[src/rtl/operand_collector_pkg.sv]
// Operand collector shared constants and entry layout.
// Build with OPERAND_COLLECTOR_BYPASS_EN for write-port forwarding/snooping.
package operand_collector_pkg;

  localparam int SEL_W_DEF  = 18;
  localparam int DATA_W_DEF = 32;
  localparam int TAG_W_DEF  = 8;
  localparam int DEPTH_DEF  = 4;

  typedef struct packed {
    logic [SEL_W_DEF-1:0]  rs1;
    logic [SEL_W_DEF-1:0]  rs2;
    logic [DATA_W_DEF-1:0] a;
    logic [DATA_W_DEF-1:0] b;
    logic [TAG_W_DEF-1:0]  tag;
  } entry_t;

endpackage

[src/rtl/operand_collector_if.sv]
// Issue, register-file, write-port and functional-unit bundle of the
// operand collector.
interface operand_collector_if
  import operand_collector_pkg::*;
#(
  parameter int SEL_W  = SEL_W_DEF,
  parameter int DATA_W = DATA_W_DEF,
  parameter int TAG_W  = TAG_W_DEF,
  parameter int DEPTH  = DEPTH_DEF
) ();

  localparam int CW = $clog2(DEPTH + 1);

  logic              req_valid;
  logic              req_ready;
  logic [SEL_W-1:0]  req_rs1;
  logic [SEL_W-1:0]  req_rs2;
  logic [TAG_W-1:0]  req_tag;
  logic [SEL_W-1:0]  rf_rsel1;
  logic [SEL_W-1:0]  rf_rsel2;
  logic [DATA_W-1:0] rf_rdat1;
  logic [DATA_W-1:0] rf_rdat2;
  logic              wb_wen;
  logic [SEL_W-1:0]  wb_wsel;
  logic [DATA_W-1:0] wb_wdat;
  logic              op_valid;
  logic              op_ready;
  logic [DATA_W-1:0] op_a;
  logic [DATA_W-1:0] op_b;
  logic [TAG_W-1:0]  op_tag;
  logic [CW-1:0]     count;

  modport master (
    output req_valid, req_rs1, req_rs2, req_tag,
    output rf_rdat1, rf_rdat2,
    output wb_wen, wb_wsel, wb_wdat,
    output op_ready,
    input  req_ready, rf_rsel1, rf_rsel2,
    input  op_valid, op_a, op_b, op_tag, count
  );

  modport slave (
    input  req_valid, req_rs1, req_rs2, req_tag,
    input  rf_rdat1, rf_rdat2,
    input  wb_wen, wb_wsel, wb_wdat,
    input  op_ready,
    output req_ready, rf_rsel1, rf_rsel2,
    output op_valid, op_a, op_b, op_tag, count
  );

endinterface

[src/rtl/opcol_entry.sv]
// One collector slot: load, valid tracking and (with
// OPERAND_COLLECTOR_BYPASS_EN) write-port forwarding and snooping.
module opcol_entry
  import operand_collector_pkg::*;
#(
  parameter int SEL_W  = SEL_W_DEF,
  parameter int DATA_W = DATA_W_DEF,
  parameter int TAG_W  = TAG_W_DEF
) (
  input  logic              clk_i,
  input  logic              rst_ni,
  input  logic              load_i,
  input  logic              clr_i,
  input  logic [SEL_W-1:0]  rs1_i,
  input  logic [SEL_W-1:0]  rs2_i,
  input  logic [DATA_W-1:0] a_i,
  input  logic [DATA_W-1:0] b_i,
  input  logic [TAG_W-1:0]  tag_i,
  input  logic              wb_wen_i,
  input  logic [SEL_W-1:0]  wb_wsel_i,
  input  logic [DATA_W-1:0] wb_wdat_i,
  output logic              valid_o,
  output logic [DATA_W-1:0] a_o,
  output logic [DATA_W-1:0] b_o,
  output logic [TAG_W-1:0]  tag_o
);

  logic              valid_q;
  logic [DATA_W-1:0] a_q;
  logic [DATA_W-1:0] b_q;
  logic [TAG_W-1:0]  tag_q;

`ifdef OPERAND_COLLECTOR_BYPASS_EN
  logic [SEL_W-1:0] rs1_q;
  logic [SEL_W-1:0] rs2_q;

  always_ff @(posedge clk_i or negedge rst_ni) begin
    if (!rst_ni) begin
      valid_q <= 1'b0;
      rs1_q   <= '0;
      rs2_q   <= '0;
      a_q     <= '0;
      b_q     <= '0;
      tag_q   <= '0;
    end else if (load_i) begin
      valid_q <= 1'b1;
      rs1_q   <= rs1_i;
      rs2_q   <= rs2_i;
      a_q     <= (wb_wen_i && wb_wsel_i == rs1_i)
                 ? wb_wdat_i : a_i;
      b_q     <= (wb_wen_i && wb_wsel_i == rs2_i)
                 ? wb_wdat_i : b_i;
      tag_q   <= tag_i;
    end else begin
      if (clr_i)
        valid_q <= 1'b0;
      // A popped entry already left with its old value
      if (valid_q && wb_wen_i && wb_wsel_i == rs1_q)
        a_q <= wb_wdat_i;
      if (valid_q && wb_wen_i && wb_wsel_i == rs2_q)
        b_q <= wb_wdat_i;
    end
  end
`else
  logic unused_snoop;
  assign unused_snoop = ^{rs1_i, rs2_i,
                          wb_wen_i, wb_wsel_i,
                          wb_wdat_i};

  always_ff @(posedge clk_i or negedge rst_ni) begin
    if (!rst_ni) begin
      valid_q <= 1'b0;
      a_q     <= '0;
      b_q     <= '0;
      tag_q   <= '0;
    end else if (load_i) begin
      valid_q <= 1'b1;
      a_q     <= a_i;
      b_q     <= b_i;
      tag_q   <= tag_i;
    end else if (clr_i) begin
      valid_q <= 1'b0;
    end
  end
`endif

  assign valid_o = valid_q;
  assign a_o     = a_q;
  assign b_o     = b_q;
  assign tag_o   = tag_q;

endmodule

[src/rtl/operand_collector.sv]
// In-order operand collector FIFO in front of a functional unit.
// OPERAND_COLLECTOR_BYPASS_EN enables write-port forwarding/snooping.
module operand_collector
  import operand_collector_pkg::*;
#(
  parameter int SEL_W  = SEL_W_DEF,
  parameter int DATA_W = DATA_W_DEF,
  parameter int TAG_W  = TAG_W_DEF,
  parameter int DEPTH  = DEPTH_DEF
) (
  input  logic CLK,
  input  logic nRST,
  operand_collector_if.slave bus
);

  localparam int PW = $clog2(DEPTH);
  localparam int CW = $clog2(DEPTH + 1);

  logic [PW-1:0] head_q, head_d;
  logic [PW-1:0] tail_q, tail_d;
  logic [CW-1:0] cnt_q, cnt_d;
  logic          push, pop;

  logic [DEPTH-1:0]  vld_w;
  logic [DATA_W-1:0] a_w   [DEPTH];
  logic [DATA_W-1:0] b_w   [DEPTH];
  logic [TAG_W-1:0]  tag_w [DEPTH];

  assign bus.rf_rsel1  = bus.req_rs1;
  assign bus.rf_rsel2  = bus.req_rs2;
  assign bus.req_ready = cnt_q != CW'(DEPTH);
  assign bus.op_valid  = vld_w[head_q];
  assign bus.op_a      = a_w[head_q];
  assign bus.op_b      = b_w[head_q];
  assign bus.op_tag    = tag_w[head_q];
  assign bus.count     = cnt_q;

  assign push = bus.req_valid && bus.req_ready;
  assign pop  = bus.op_valid && bus.op_ready;

  always_comb begin
    head_d = pop  ? head_q + PW'(1) : head_q;
    tail_d = push ? tail_q + PW'(1) : tail_q;
    cnt_d  = cnt_q;
    unique case ({push, pop})
      2'b10:   cnt_d = cnt_q + CW'(1);
      2'b01:   cnt_d = cnt_q - CW'(1);
      default: cnt_d = cnt_q;
    endcase
  end

  always_ff @(posedge CLK or negedge nRST) begin
    if (!nRST) begin
      head_q <= '0;
      tail_q <= '0;
      cnt_q  <= '0;
    end else begin
      head_q <= head_d;
      tail_q <= tail_d;
      cnt_q  <= cnt_d;
    end
  end

  for (genvar i = 0; i < DEPTH; i++) begin : g_ent
    opcol_entry #(
      .SEL_W  (SEL_W),
      .DATA_W (DATA_W),
      .TAG_W  (TAG_W)
    ) u_ent (
      .clk_i     (CLK),
      .rst_ni    (nRST),
      .load_i    (push && tail_q == PW'(i)),
      .clr_i     (pop && head_q == PW'(i)),
      .rs1_i     (bus.req_rs1),
      .rs2_i     (bus.req_rs2),
      .a_i       (bus.rf_rdat1),
      .b_i       (bus.rf_rdat2),
      .tag_i     (bus.req_tag),
      .wb_wen_i  (bus.wb_wen),
      .wb_wsel_i (bus.wb_wsel),
      .wb_wdat_i (bus.wb_wdat),
      .valid_o   (vld_w[i]),
      .a_o       (a_w[i]),
      .b_o       (b_w[i]),
      .tag_o     (tag_w[i])
    );
  end

endmodule

[src/flat_wrapper.sv]
// flat-port wrapper written by rule: the top's interface ports become plain ports
module operand_collector_flat import operand_collector_pkg::*;
#(
  parameter int SEL_W  = SEL_W_DEF,
  parameter int DATA_W = DATA_W_DEF,
  parameter int TAG_W  = TAG_W_DEF,
  parameter int DEPTH  = DEPTH_DEF
)
  (CLK, nRST, bus_req_valid, bus_req_rs1, bus_req_rs2, bus_req_tag, bus_rf_rdat1, bus_rf_rdat2, bus_wb_wen, bus_wb_wsel, bus_wb_wdat, bus_op_ready, bus_req_ready, bus_rf_rsel1, bus_rf_rsel2, bus_op_valid, bus_op_a, bus_op_b, bus_op_tag, bus_count);
  operand_collector_if #(.SEL_W(SEL_W), .DATA_W(DATA_W), .TAG_W(TAG_W), .DEPTH(DEPTH)) bus_i ();
  input  logic CLK;
  input  logic nRST;
  input wire logic [$bits(bus_i.req_valid)-1:0] bus_req_valid;
  input wire logic [$bits(bus_i.req_rs1)-1:0] bus_req_rs1;
  input wire logic [$bits(bus_i.req_rs2)-1:0] bus_req_rs2;
  input wire logic [$bits(bus_i.req_tag)-1:0] bus_req_tag;
  input wire logic [$bits(bus_i.rf_rdat1)-1:0] bus_rf_rdat1;
  input wire logic [$bits(bus_i.rf_rdat2)-1:0] bus_rf_rdat2;
  input wire logic [$bits(bus_i.wb_wen)-1:0] bus_wb_wen;
  input wire logic [$bits(bus_i.wb_wsel)-1:0] bus_wb_wsel;
  input wire logic [$bits(bus_i.wb_wdat)-1:0] bus_wb_wdat;
  input wire logic [$bits(bus_i.op_ready)-1:0] bus_op_ready;
  output wire logic [$bits(bus_i.req_ready)-1:0] bus_req_ready;
  output wire logic [$bits(bus_i.rf_rsel1)-1:0] bus_rf_rsel1;
  output wire logic [$bits(bus_i.rf_rsel2)-1:0] bus_rf_rsel2;
  output wire logic [$bits(bus_i.op_valid)-1:0] bus_op_valid;
  output wire logic [$bits(bus_i.op_a)-1:0] bus_op_a;
  output wire logic [$bits(bus_i.op_b)-1:0] bus_op_b;
  output wire logic [$bits(bus_i.op_tag)-1:0] bus_op_tag;
  output wire logic [$bits(bus_i.count)-1:0] bus_count;
  assign bus_i.req_valid = bus_req_valid;
  assign bus_i.req_rs1 = bus_req_rs1;
  assign bus_i.req_rs2 = bus_req_rs2;
  assign bus_i.req_tag = bus_req_tag;
  assign bus_i.rf_rdat1 = bus_rf_rdat1;
  assign bus_i.rf_rdat2 = bus_rf_rdat2;
  assign bus_i.wb_wen = bus_wb_wen;
  assign bus_i.wb_wsel = bus_wb_wsel;
  assign bus_i.wb_wdat = bus_wb_wdat;
  assign bus_i.op_ready = bus_op_ready;
  assign bus_req_ready = bus_i.req_ready;
  assign bus_rf_rsel1 = bus_i.rf_rsel1;
  assign bus_rf_rsel2 = bus_i.rf_rsel2;
  assign bus_op_valid = bus_i.op_valid;
  assign bus_op_a = bus_i.op_a;
  assign bus_op_b = bus_i.op_b;
  assign bus_op_tag = bus_i.op_tag;
  assign bus_count = bus_i.count;
  operand_collector #(.SEL_W(SEL_W), .DATA_W(DATA_W), .TAG_W(TAG_W), .DEPTH(DEPTH)) u_core (.CLK(CLK), .nRST(nRST), .bus(bus_i));
endmodule
[config.mk]
export PLATFORM = sky130hd
export DESIGN_NAME = operand_collector_flat
export DESIGN_NICKNAME = d
export VERILOG_FILES = /design/src/rtl/operand_collector_pkg.sv /design/src/rtl/operand_collector_if.sv /design/src/rtl/opcol_entry.sv /design/src/rtl/operand_collector.sv /design/src/flat_wrapper.sv
export SDC_FILE = /design/constraint.sdc
export NUM_CORES = 1
export LEC_CHECK = 0
export ABC_AREA = 1
export BUFFER_PORTS_ARGS = -buffer_cell sky130_fd_sc_hd__buf_2
export CAP_MARGIN = 0
export CORE_UTILIZATION = 60
export DETAILED_ROUTE_END_ITERATION = 12
export HOLD_SLACK_MARGIN = 0.03
export PLACE_DENSITY = 0.94
export SYNTH_ARGS = -nofsm -noshare
export SYNTH_HDL_FRONTEND = slang
export SYNTH_SLANG_ARGS = --single-unit
[constraint.sdc]
create_clock -name CLK -period 4.6 [get_ports CLK]
set_input_delay 1.15 -clock CLK [delete_from_list [all_inputs] [get_ports CLK]]
set_output_delay 1.15 -clock CLK [all_outputs]
set_load 0.03 [all_outputs]
## Yosys cells after proc, flatten, opt, wreduce, memory -nomap -nowiden

Cells that the tools add are included.

| storage, ports and cells | value |
|---|---|
| bits in registers | 299 |
| output and inout bits | 113 |
| logic and storage cells | 72 |

| operators by class | value |
|---|---|
| add/sub/neg operators | 4 |
| $lt $le $gt $ge | 2 |
| equal/unequal tests | 9 |
| mux-type cells | 20 |
| bitwise logic cells | 1 |
| reduce and logical (&&, ||, !) cells | 17 |

Operator list:

| operator | number |
|---|---|
| $bmux W32 S2 | 2 |
| $mux W32 | 4 |
| $bmux W8 S2 | 1 |
| $mux W8 | 2 |
| $eq A2 B2 Y1 const B | 5 |
| $logic_and A1 B1 Y1 | 10 |
| $reduce_bool A2 Y1 | 5 |
| $mux W1 | 9 |
| $eq A2 B1 Y1 const B | 3 |
| $pmux W3 S2 | 1 |
| $add A2 B1 Y2 const B | 2 |
| $logic_not A2 Y1 | 2 |
| $add A3 B1 Y3 const B | 1 |
| $ge A3 B3 Y1 const B | 1 |
| $lt A2 B3 Y1 const B | 1 |
| $ne A3 B3 Y1 const B | 1 |
| $not A2 Y3 | 1 |
| $sub A3 B1 Y3 const B | 1 |
| $bmux W1 S2 | 1 |

## Depth between registers and ports, before layout

Gate-level depths: netlist of the first run.

| logic depth | value |
|---|---|
| depth after elaboration | 6 |
| depth in mapped cells | 13 |
| gate-level depth less buffers | 12 |

## By module

A second synthesis of the first run with hierarchy kept.

| unflattened totals | value |
|---|---|
| cells, all modules | 1745 |
| area total of the unflattened synthesis | 13987.2 um^2 |

By module, submodules not included:

| module | times used | cells each | area an instance (um^2) | seq. area each (um^2) |
|---|---|---|---|---|
| opcol_entry | 4 | 308 | 2785.2 | 1826.8 |
| operand_collector | 1 | 513 | 2846.5 | 175.2 |

## Least setup slack after synthesis of the first run

No wires, ideal clock.

| path | value |
|---|---|
| path kind | reg-to-output |
| start point | register u_core.head_q[0] |
| end point | output bus_op_a[0] |
| arrival | 1.534 ns |
| required time | 3.450 ns |
| slack | 1.916 ns |
| cell stages (with the launch flop) | 7 |
| path buffers | 3 |
| path through | dfrtp_1 buf_4 inv_2 buf_2 buf_2 nor2_1 o22ai_1 |

| between the ends | value |
|---|---|
| longest elaborated chain between the ends | 4 |

Ends and longest elaborated chain:

| element | line | text |
|---|---|---|
| from (decl) | operand_collector.sv:19 | `logic [PW-1:0] head_q, head_d;` |
| from (signal assigned) | operand_collector.sv:54 | `head_q <= '0;` |
| from (signal assigned) | operand_collector.sv:58 | `head_q <= head_d;` |
| $not A2 Y3 (not written as such) | operand_collector.sv:33 | `assign bus.op_a = a_w[head_q];` |
| $bmux W32 S2 | operand_collector.sv:33 |  |
| $mux W32 (not written as such) (2 in series) | operand_collector.sv:33 |  |
| to (decl) | flat_wrapper.sv:27 | `output wire logic [$bits(bus_i.op_a)-1:0] bus_op_a;` |

Every way passes these cells. The select of a mux whose other input is x is not followed.

## Worst setup path after layout of the first run

| path | value |
|---|---|
| start point | register u_core.head_q[0] |
| end point | output bus_op_a[6] |

Same word-level chain as after synthesis.

==> key figures, run 1 <==
Status
  • Status: complete, no violations

Timing
  • Min cycle time layout: 4.04 ns
  • Period utilization: 87.8%
  • Hold Vio Cnt, Final: 0
  • Tightest Pin Transition: 0.999 ns
  • Slew HR: 33.4%
  • Clk_skew: 0.0267 ns
  • Worst setup margin: 0.559 ns
  • Max-slew violations: 0
  • RSZ-0062 raised after global routing: no
  • Final TNS setup: 0 ns
  • Setup violators final: 0
  • Fmax: 247 MHz

Die
  • Initial Util: 61.2%
  • Die area: 23700 um^2
  • Die height: 154 um
  • Core area: 22600 um^2
  • Row Count: 55
  • Die width: 154 um
  • I/O pin count: 276

CTS
  • Root Buffer: clkbuf_16
  • CTS tree: built
  • Reg clk slew, reported paths: 0.06 ns
  • Clk_lat worst skew: 0.58 ns
  • H-tree depth: 1
  • CTS buffer count: 31
  • Setup Fix Bufs, Post-CTS: 0
  • Number of gates resized after cts: 0
  • Sink Count: 299
  • Clock buffer depth: 3
  • CTS hold repair buffers: 0

Synthesis
  • Cell area after synthesis: 13900 um^2
  • Post-Synthesis Cells: 1735
  • Synthesis-stage register bit count: 299
  • Ys Warns: 0
  • Sequential fraction of the synthesis area: 54.0%
  • Library cells used by synthesis: 25
  • Avg Cell Area, Syn: 7.99 um^2
  • Syn Nets: 1908

Setup path
  • Max incr delay on CP: 0.68 ns
  • CP Depth: 5
  • Setup crit start: u_core.head_q[0]$_DFFE_PN0P_
  • Worst path buffer plus inverter count: 3
  • R2r setup slk: 1.45 ns
  • R2r endpoint: u_core.bus.count[2]$_DFFE_PN0P_
  • Crit path kind: reg -> out
  • Critical Path AT: 2.89 ns
  • Required time worst endpoint: 3.45 ns
  • Crit path to: bus_op_a[6]
  • Worst reg2reg startpoint: u_core.head_q[0]$_DFFE_PN0P_
  • Crit-path cells: inv_4 -> buf_4 -> o21ai_0 -> o22ai_1 -> buf_2
  • Startpoint Class: register
  • Slowest CP cell: dfrtp_4
  • Max FO, Critical Path: 71
  • CP top delay family: buffers and inverters
  • Worst R2R Path Depth: 12
  • Endpoint type of the worst setup path: output pin

Power and ir drop
  • Sw frac: 45.2%
  • Pleak: 8.28 nW
  • Peak VDD IR: 0.481 mV
  • Sequential share of power: 34.4%
  • Gate power share: 45.3%
  • Power Internal: 7.26 mW
  • PD cells: 867 nW/um^2
  • Part of the power in the clock network: 20.3%
  • Switch Pwr: 6.00 mW

GRT
  • First-pass GRT wire length: 59000 um
  • Largest net degree at the start of global routing: 104
  • GRT Residual Overflow: 0
  • Total track usage: 31.0%
  • Number of global-route vias before repair: 11.8k
  • Antenna violations before repair: 2

Placement
  • Pre-CTS WS: 1.23 ns
  • Placer congestion estimate: 0.781
  • IO Port Bufs: 152
  • Hpwl dp: 19600 um

Detailed routing
  • DRT Pass-1 Iters: 6
  • DR DRC count: 0
  • DRT iter0 DRCs: 1348
  • Vias: 12.1k
  • Detail Route Antenna Nets: 0
  • Final WL: 36100 um
  • Drt wl/cell: 17.2 um
  • Vias per std cell: 5.76

Cells and area
  • Area Growth Syn to Fin: 10.3%
  • Share of layout cells above drive strength 1: 13.3%
  • Most common cell after layout, fill and taps aside: nand2_1
  • Commonest non-fill, non-tap cells in the layout: nand2_1, dfrtp_1, buf_2
  • Nets@finish: 1971
  • Final core utilization: 67.5%

Run
  • Max-cap violation count: 0

Min path
  • Hold Path Class: reg -> reg
-- per-layer routing --
| layer | up-vias | part of all wire [%] | track usage [%] |
|---|---|---|---|
| li1 | 5537 | - | - |
| met1 | 5762 | 39 | 40.7 |
| met2 | 717 | 48 | 50.8 |
| met3 | 112 | 10 | 5.64 |
| met4 | 2 | 3.3 | 13.3 |
| met5 | - | 0.022 | 0 |
-- cell usage after synthesis --
cell type  number  area (um^2)
clkinv_2        3         15.0
nor2_1        147          552
nand2_1       888         3330
xor2_1          1         8.76
buf_6          27          304
fa_1            1         20.0
nand4_1         4         25.0
nand2_4         2         22.5
buf_4          40          300
nand2_2         3         18.8
dfrtp_1       299         7480
buf_2          46          230
clkbuf_1       22         82.6
o21ai_0       146          731
buf_1           1         3.75
inv_2           4         15.0
nand3_1         2         10.0
nand3_2         1         10.0
o22ai_1        72          450
inv_1           6         22.5
clkbuf_2        3         15.0
inv_4           1         6.26
xnor2_1         2         17.5
ha_1            9          113
buf_8           5         75.1
-- power by group through the flow --
| stage | Clock [mW] | Combinational, mW | Sequential, mW |
|---|---|---|---|
| floorplan | 0 | 4.55 | 4.36 |
| global placement | 0 | 5.72 | 4.48 |
| detailed placement | 0 | 5.92 | 4.54 |
| CTS | 2.72 | 5.97 | 4.52 |
| global route | 2.81 | 6.58 | 4.67 |
| finish | 2.69 | 6.01 | 4.55 |
-- state kept, by name, summed over array words and instances, names as in the netlist --
signal / cells
u_core.g_ent.u_ent.tag_o: 32
u_core.tail_q: 2
u_core.g_ent.u_ent.b_o: 128
u_core.g_ent.u_ent.a_o: 128
u_core.g_ent.u_ent.valid_o: 4
u_core.head_q: 2
u_core.bus.count: 3
-- worst reg2reg max path, delay by kind of cell, from the launching register on --
family                     cells  cell delay (ns)
DFF                            1             0.68
adders and majority gates      2             0.60
buffers and inverters          2             0.73
and+or+nand+nor                7             0.93
xor gates and xnor gates       1             0.13
-- stage by stage --
step / instances / power, mW / hold slack [ns] / cell area (um^2)
after global placement: 2050 / 10.2 / 0.455 / 14200
final: 2106 / 13.3 / 0.474 / 15300
after detailed placement: 2050 / 10.5 / 0.460 / 14200
after global routing: 2106 / 14.1 / 0.492 / 15300
after CTS: 2105 / 13.2 / 0.475 / 15300
after floorplan: 1735 / 8.91 / 0.442 / 13900
-- cell type report --
class,count,area [um^2]
Antenna cell,1,2.50
Timing Repair Buffer,174,973
Fill cell,1739,7350
Inverter,14,61.3
Tap cell,285,357
Multi-Input combinational cell,1278,5310
Clock buffer,42,887
Clock inverter,13,211
Sequential cell,299,7490
-- cells by family after synthesis --
family / after synthesis / share of synthesized area [%]
XOR/XNOR: 3 / 0.190
buffers and inverters: 158 / 7.72
flip-flops: 299 / 54.0
adder cells (fa/ha/maj): 10 / 0.957
AND/OR/NAND/NOR: 1047 / 28.6
AO/OA/AOI/OAI: 218 / 8.52
-- worst min path at each step --
stage	slack (ns)	depth (start not counted)	from	endpoint
after CTS	0.48	2	u_core.g_ent[3].u_ent.valid_o$_DFFE_PN0P_	u_core.g_ent[3].u_ent.valid_o$_DFFE_PN0P_
after floorplan	0.44	2	u_core.g_ent[0].u_ent.valid_o$_DFFE_PN0P_	u_core.g_ent[0].u_ent.valid_o$_DFFE_PN0P_
after detailed placement	0.46	2	u_core.g_ent[1].u_ent.tag_o[1]$_DFFE_PN0P_	u_core.g_ent[1].u_ent.tag_o[1]$_DFFE_PN0P_
after global routing	0.49	2	u_core.g_ent[2].u_ent.a_o[20]$_DFFE_PN0P_	u_core.g_ent[2].u_ent.a_o[20]$_DFFE_PN0P_
final	0.47	2	u_core.g_ent[3].u_ent.valid_o$_DFFE_PN0P_	u_core.g_ent[3].u_ent.valid_o$_DFFE_PN0P_
after global placement	0.45	2	u_core.g_ent[1].u_ent.valid_o$_DFFE_PN0P_	u_core.g_ent[1].u_ent.valid_o$_DFFE_PN0P_
(Power assumes the default switching activity.)
==> inputs of run 2 (changes only) <==
--- a/config.mk
+++ b/config.mk
@@ -8,10 +8,10 @@
 export ABC_AREA = 1
 export BUFFER_PORTS_ARGS = -buffer_cell sky130_fd_sc_hd__buf_2
 export CAP_MARGIN = 0
-export CORE_UTILIZATION = 60
+export CORE_UTILIZATION = 30
 export DETAILED_ROUTE_END_ITERATION = 12
 export HOLD_SLACK_MARGIN = 0.03
-export PLACE_DENSITY = 0.94
+export PLACE_DENSITY = 0.57
 export SYNTH_ARGS = -nofsm -noshare
 export SYNTH_HDL_FRONTEND = slang
 export SYNTH_SLANG_ARGS = --single-unit
==> run 2 against run 1 <==
  * Non-clock buffer count increased by 6
  * Critical path depth unchanged
  * Power increased by 2.5%
  * Largest power group unchanged
==> key figures, run 2 (synthesis gave the netlist of run 1 again) <==
Die
  • Die width: 217 um (was 154 um)
  • Die area: 47100 um^2 (was 23700 um^2)
  • Row Count: 78 (was 55)
  • Die height: 217 um (was 154 um)
  • Core area: 45500 um^2 (was 22600 um^2)
  • Initial Util: 30.5% (was 61.2%)
  • I/O pin count: 276 (unchanged)

Power and ir drop
  • PD cells: 853 nW/um^2 (was 867 nW/um^2)
  • Sw frac: 44.7% (was 45.2%)
  • Pleak: 8.38 nW (was 8.28 nW)
  • Sequential share of power: 33.0% (was 34.4%)
  • Gate power share: 45.1% (was 45.3%)
  • Peak VDD IR: 0.412 mV (was 0.481 mV)
  • Part of the power in the clock network: 22.0% (was 20.3%)
  • Switch Pwr: 6.07 mW (was 6.00 mW)
  • Power Internal: 7.51 mW (was 7.26 mW)

Detailed routing
  • Vias per std cell: 4.77 (was 5.76)
  • DR DRC count: 0 (unchanged)
  • DRT Pass-1 Iters: 5 (was 6)
  • Detail Route Antenna Nets: 0 (unchanged)
  • DRT iter0 DRCs: 1058 (was 1348)
  • Final WL: 40300 um (was 36100 um)
  • Vias: 11.6k (was 12.1k)
  • Drt wl/cell: 16.5 um (was 17.2 um)

CTS
  • Clock buffer depth: 3 (unchanged)
  • Clk_lat worst skew: 0.55 ns (was 0.58 ns)
  • CTS buffer count: 37 (was 31)
  • CTS tree: built (unchanged)
  • Sink Count: 299 (unchanged)
  • Setup Fix Bufs, Post-CTS: 0 (unchanged)
  • Reg clk slew, reported paths: 0.06 ns (about the same)
  • Root Buffer: clkbuf_16 (unchanged)
  • Number of gates resized after cts: 0 (unchanged)
  • H-tree depth: 2 (was 1)
  • CTS hold repair buffers: 0 (unchanged)

Setup path
  • Crit path kind: reg -> out (unchanged)
  • Max FO, Critical Path: 48 (was 71)
  • R2r setup slk: 1.82 ns (was 1.45 ns)
  • Worst reg2reg startpoint: u_core.head_q[0]$_DFFE_PN0P_ (unchanged)
  • Startpoint Class: register (unchanged)
  • Endpoint type of the worst setup path: output pin (unchanged)
  • Required time worst endpoint: 3.45 ns (about the same)
  • Worst R2R Path Depth: 12 (unchanged)
  • Critical Path AT: 2.42 ns (was 2.89 ns)
  • R2r endpoint: u_core.bus.count[2]$_DFFE_PN0P_ (unchanged)

GRT
  • Largest net degree at the start of global routing: 150 (was 104)
  • GRT Residual Overflow: 0 (unchanged)
  • First-pass GRT wire length: 63700 um (was 59000 um)
  • Antenna violations before repair: 5 (was 2)
  • Number of global-route vias before repair: 11.6k (was 11.8k)
  • Total track usage: 17.1% (was 31.0%)

Placement
  • Placed cell area: 14700 um^2 (was 14200 um^2)
  • Placer congestion estimate: 0.738 (was 0.781)
  • Hpwl dp: 22000 um (was 19600 um)
  • Placed instance count: 2371 (was 2050)
  • Pre-CTS WS: 1.60 ns (was 1.23 ns)
  • IO Port Bufs: 152 (unchanged)

Cells and area
  • Layout Cells excl Fill: 2437 (was 2106)
  • Layout Cell Area excl Fill: 15900 um^2 (was 15300 um^2)
  • Area Growth Syn to Fin: 14.9% (was 10.3%)
  • Nets@finish: 1983 (was 1971)
  • Commonest non-fill, non-tap cells in the layout: nand2_1, dfrtp_1, buf_2 (unchanged)
  • Most common cell after layout, fill and taps aside: nand2_1 (unchanged)
  • Share of layout cells above drive strength 1: 13.8% (was 13.3%)

Timing
  • RSZ-0062 raised after global routing: no (unchanged)
  • Min cycle time layout: 3.57 ns (was 4.04 ns)
  • Worst setup margin: 1.03 ns (was 0.559 ns)
  • Period utilization: 77.7% (was 87.8%)
  • Setup violators final: 0 (unchanged)
  • Max-slew violations: 0 (unchanged)
  • Slew HR: 26.9% (was 33.4%)
  • Clk_skew: 0.0179 ns (was 0.0267 ns)
  • Final TNS setup: 0 ns (unchanged)
  • Fmax: 280 MHz (was 247 MHz)
  • Hold Vio Cnt, Final: 0 (unchanged)
  • Tightest Pin Transition: 1.10 ns (was 0.999 ns)

Min path
  • Hold Path Class: reg -> reg (unchanged)
  • Hold Path End: u_core.g_ent[1].u_ent.b_o[3]$_DFFE_PN0P_ (was u_core.g_ent[3].u_ent.valid_o$_DFFE_PN0P_)
  • Worst hold start: u_core.g_ent[1].u_ent.b_o[3]$_DFFE_PN0P_ (was u_core.g_ent[3].u_ent.valid_o$_DFFE_PN0P_)
  • Worst hold path depth: 2 (unchanged)

Run
  • Max-cap violation count: 0 (unchanged)

Status
  • Status: complete, no violations (unchanged)
==> run 2: routing by layer <==
layer,vias to the layer above,GRT usage [%],routed length [um]
met5,-,0,37
met4,6,6.01,971
met3,75,3.98,2420
met2,292,28.9,19000
met1,5700,21.4,17800
li1,5563,-,-
==> run 2: stage by stage <==
step,total power [mW],util (%),hold WS (ns)
4_1_cts,13.7,35.0,0.475
3_5_place_dp,10.7,32.3,0.460
6_report,13.6,35.0,0.471
3_3_place_gp,10.5,32.3,0.457
5_1_grt,14.6,35.0,0.486
2_1_floorplan,8.91,-,0.442
==> run 2: how the worst max path moves through the flow <==
stage                            startpoint      endpoint  slack (ns)  cells past startpoint
2_1_floorplan  u_core.head_q[0]$_DFFE_PN0P_   bus_op_a[0]        1.92                      6
3_3_place_gp   u_core.head_q[0]$_DFFE_PN0P_   bus_op_b[5]        1.61                      5
3_5_place_dp   u_core.head_q[0]$_DFFE_PN0P_  bus_op_a[21]        1.60                      5
4_1_cts        u_core.head_q[0]$_DFFE_PN0P_  bus_op_a[21]        0.99                      5
5_1_grt        u_core.head_q[0]$_DFFE_PN0P_  bus_op_a[21]        0.90                      5
6_report       u_core.head_q[0]$_DFFE_PN0P_  bus_op_a[21]        1.03                      5
==> run 2: worst max-delay path: stages, from the launching register on <==
cell and delay, ns:
dfrtp_4 0.50, inv_4 0.47, buf_4 0.31, o21ai_0 0.11, o22ai_1 0.22, buf_2 0.24
==> run 2: layout make-up <==
type,instances,area (um^2)
antenna,2,5.00
clock buffer,50,1030
clock inverter,14,205
fill,4729,29600
inverter,14,61.3
multi-input combinational,1278,5310
sequential,299,7490
tap,600,751
timing repair buffer,180,1070
==> run 2: power by group through the flow <==
stage / clock (mW) / sequential (mW) / combinational [mW]
after global routing: 3.17 / 4.62 / 6.79
after CTS: 3.08 / 4.46 / 6.20
final: 2.99 / 4.48 / 6.12
after detailed placement: 0 / 4.49 / 6.19
after floorplan: 0 / 4.36 / 4.55
after global placement: 0 / 4.46 / 6.08
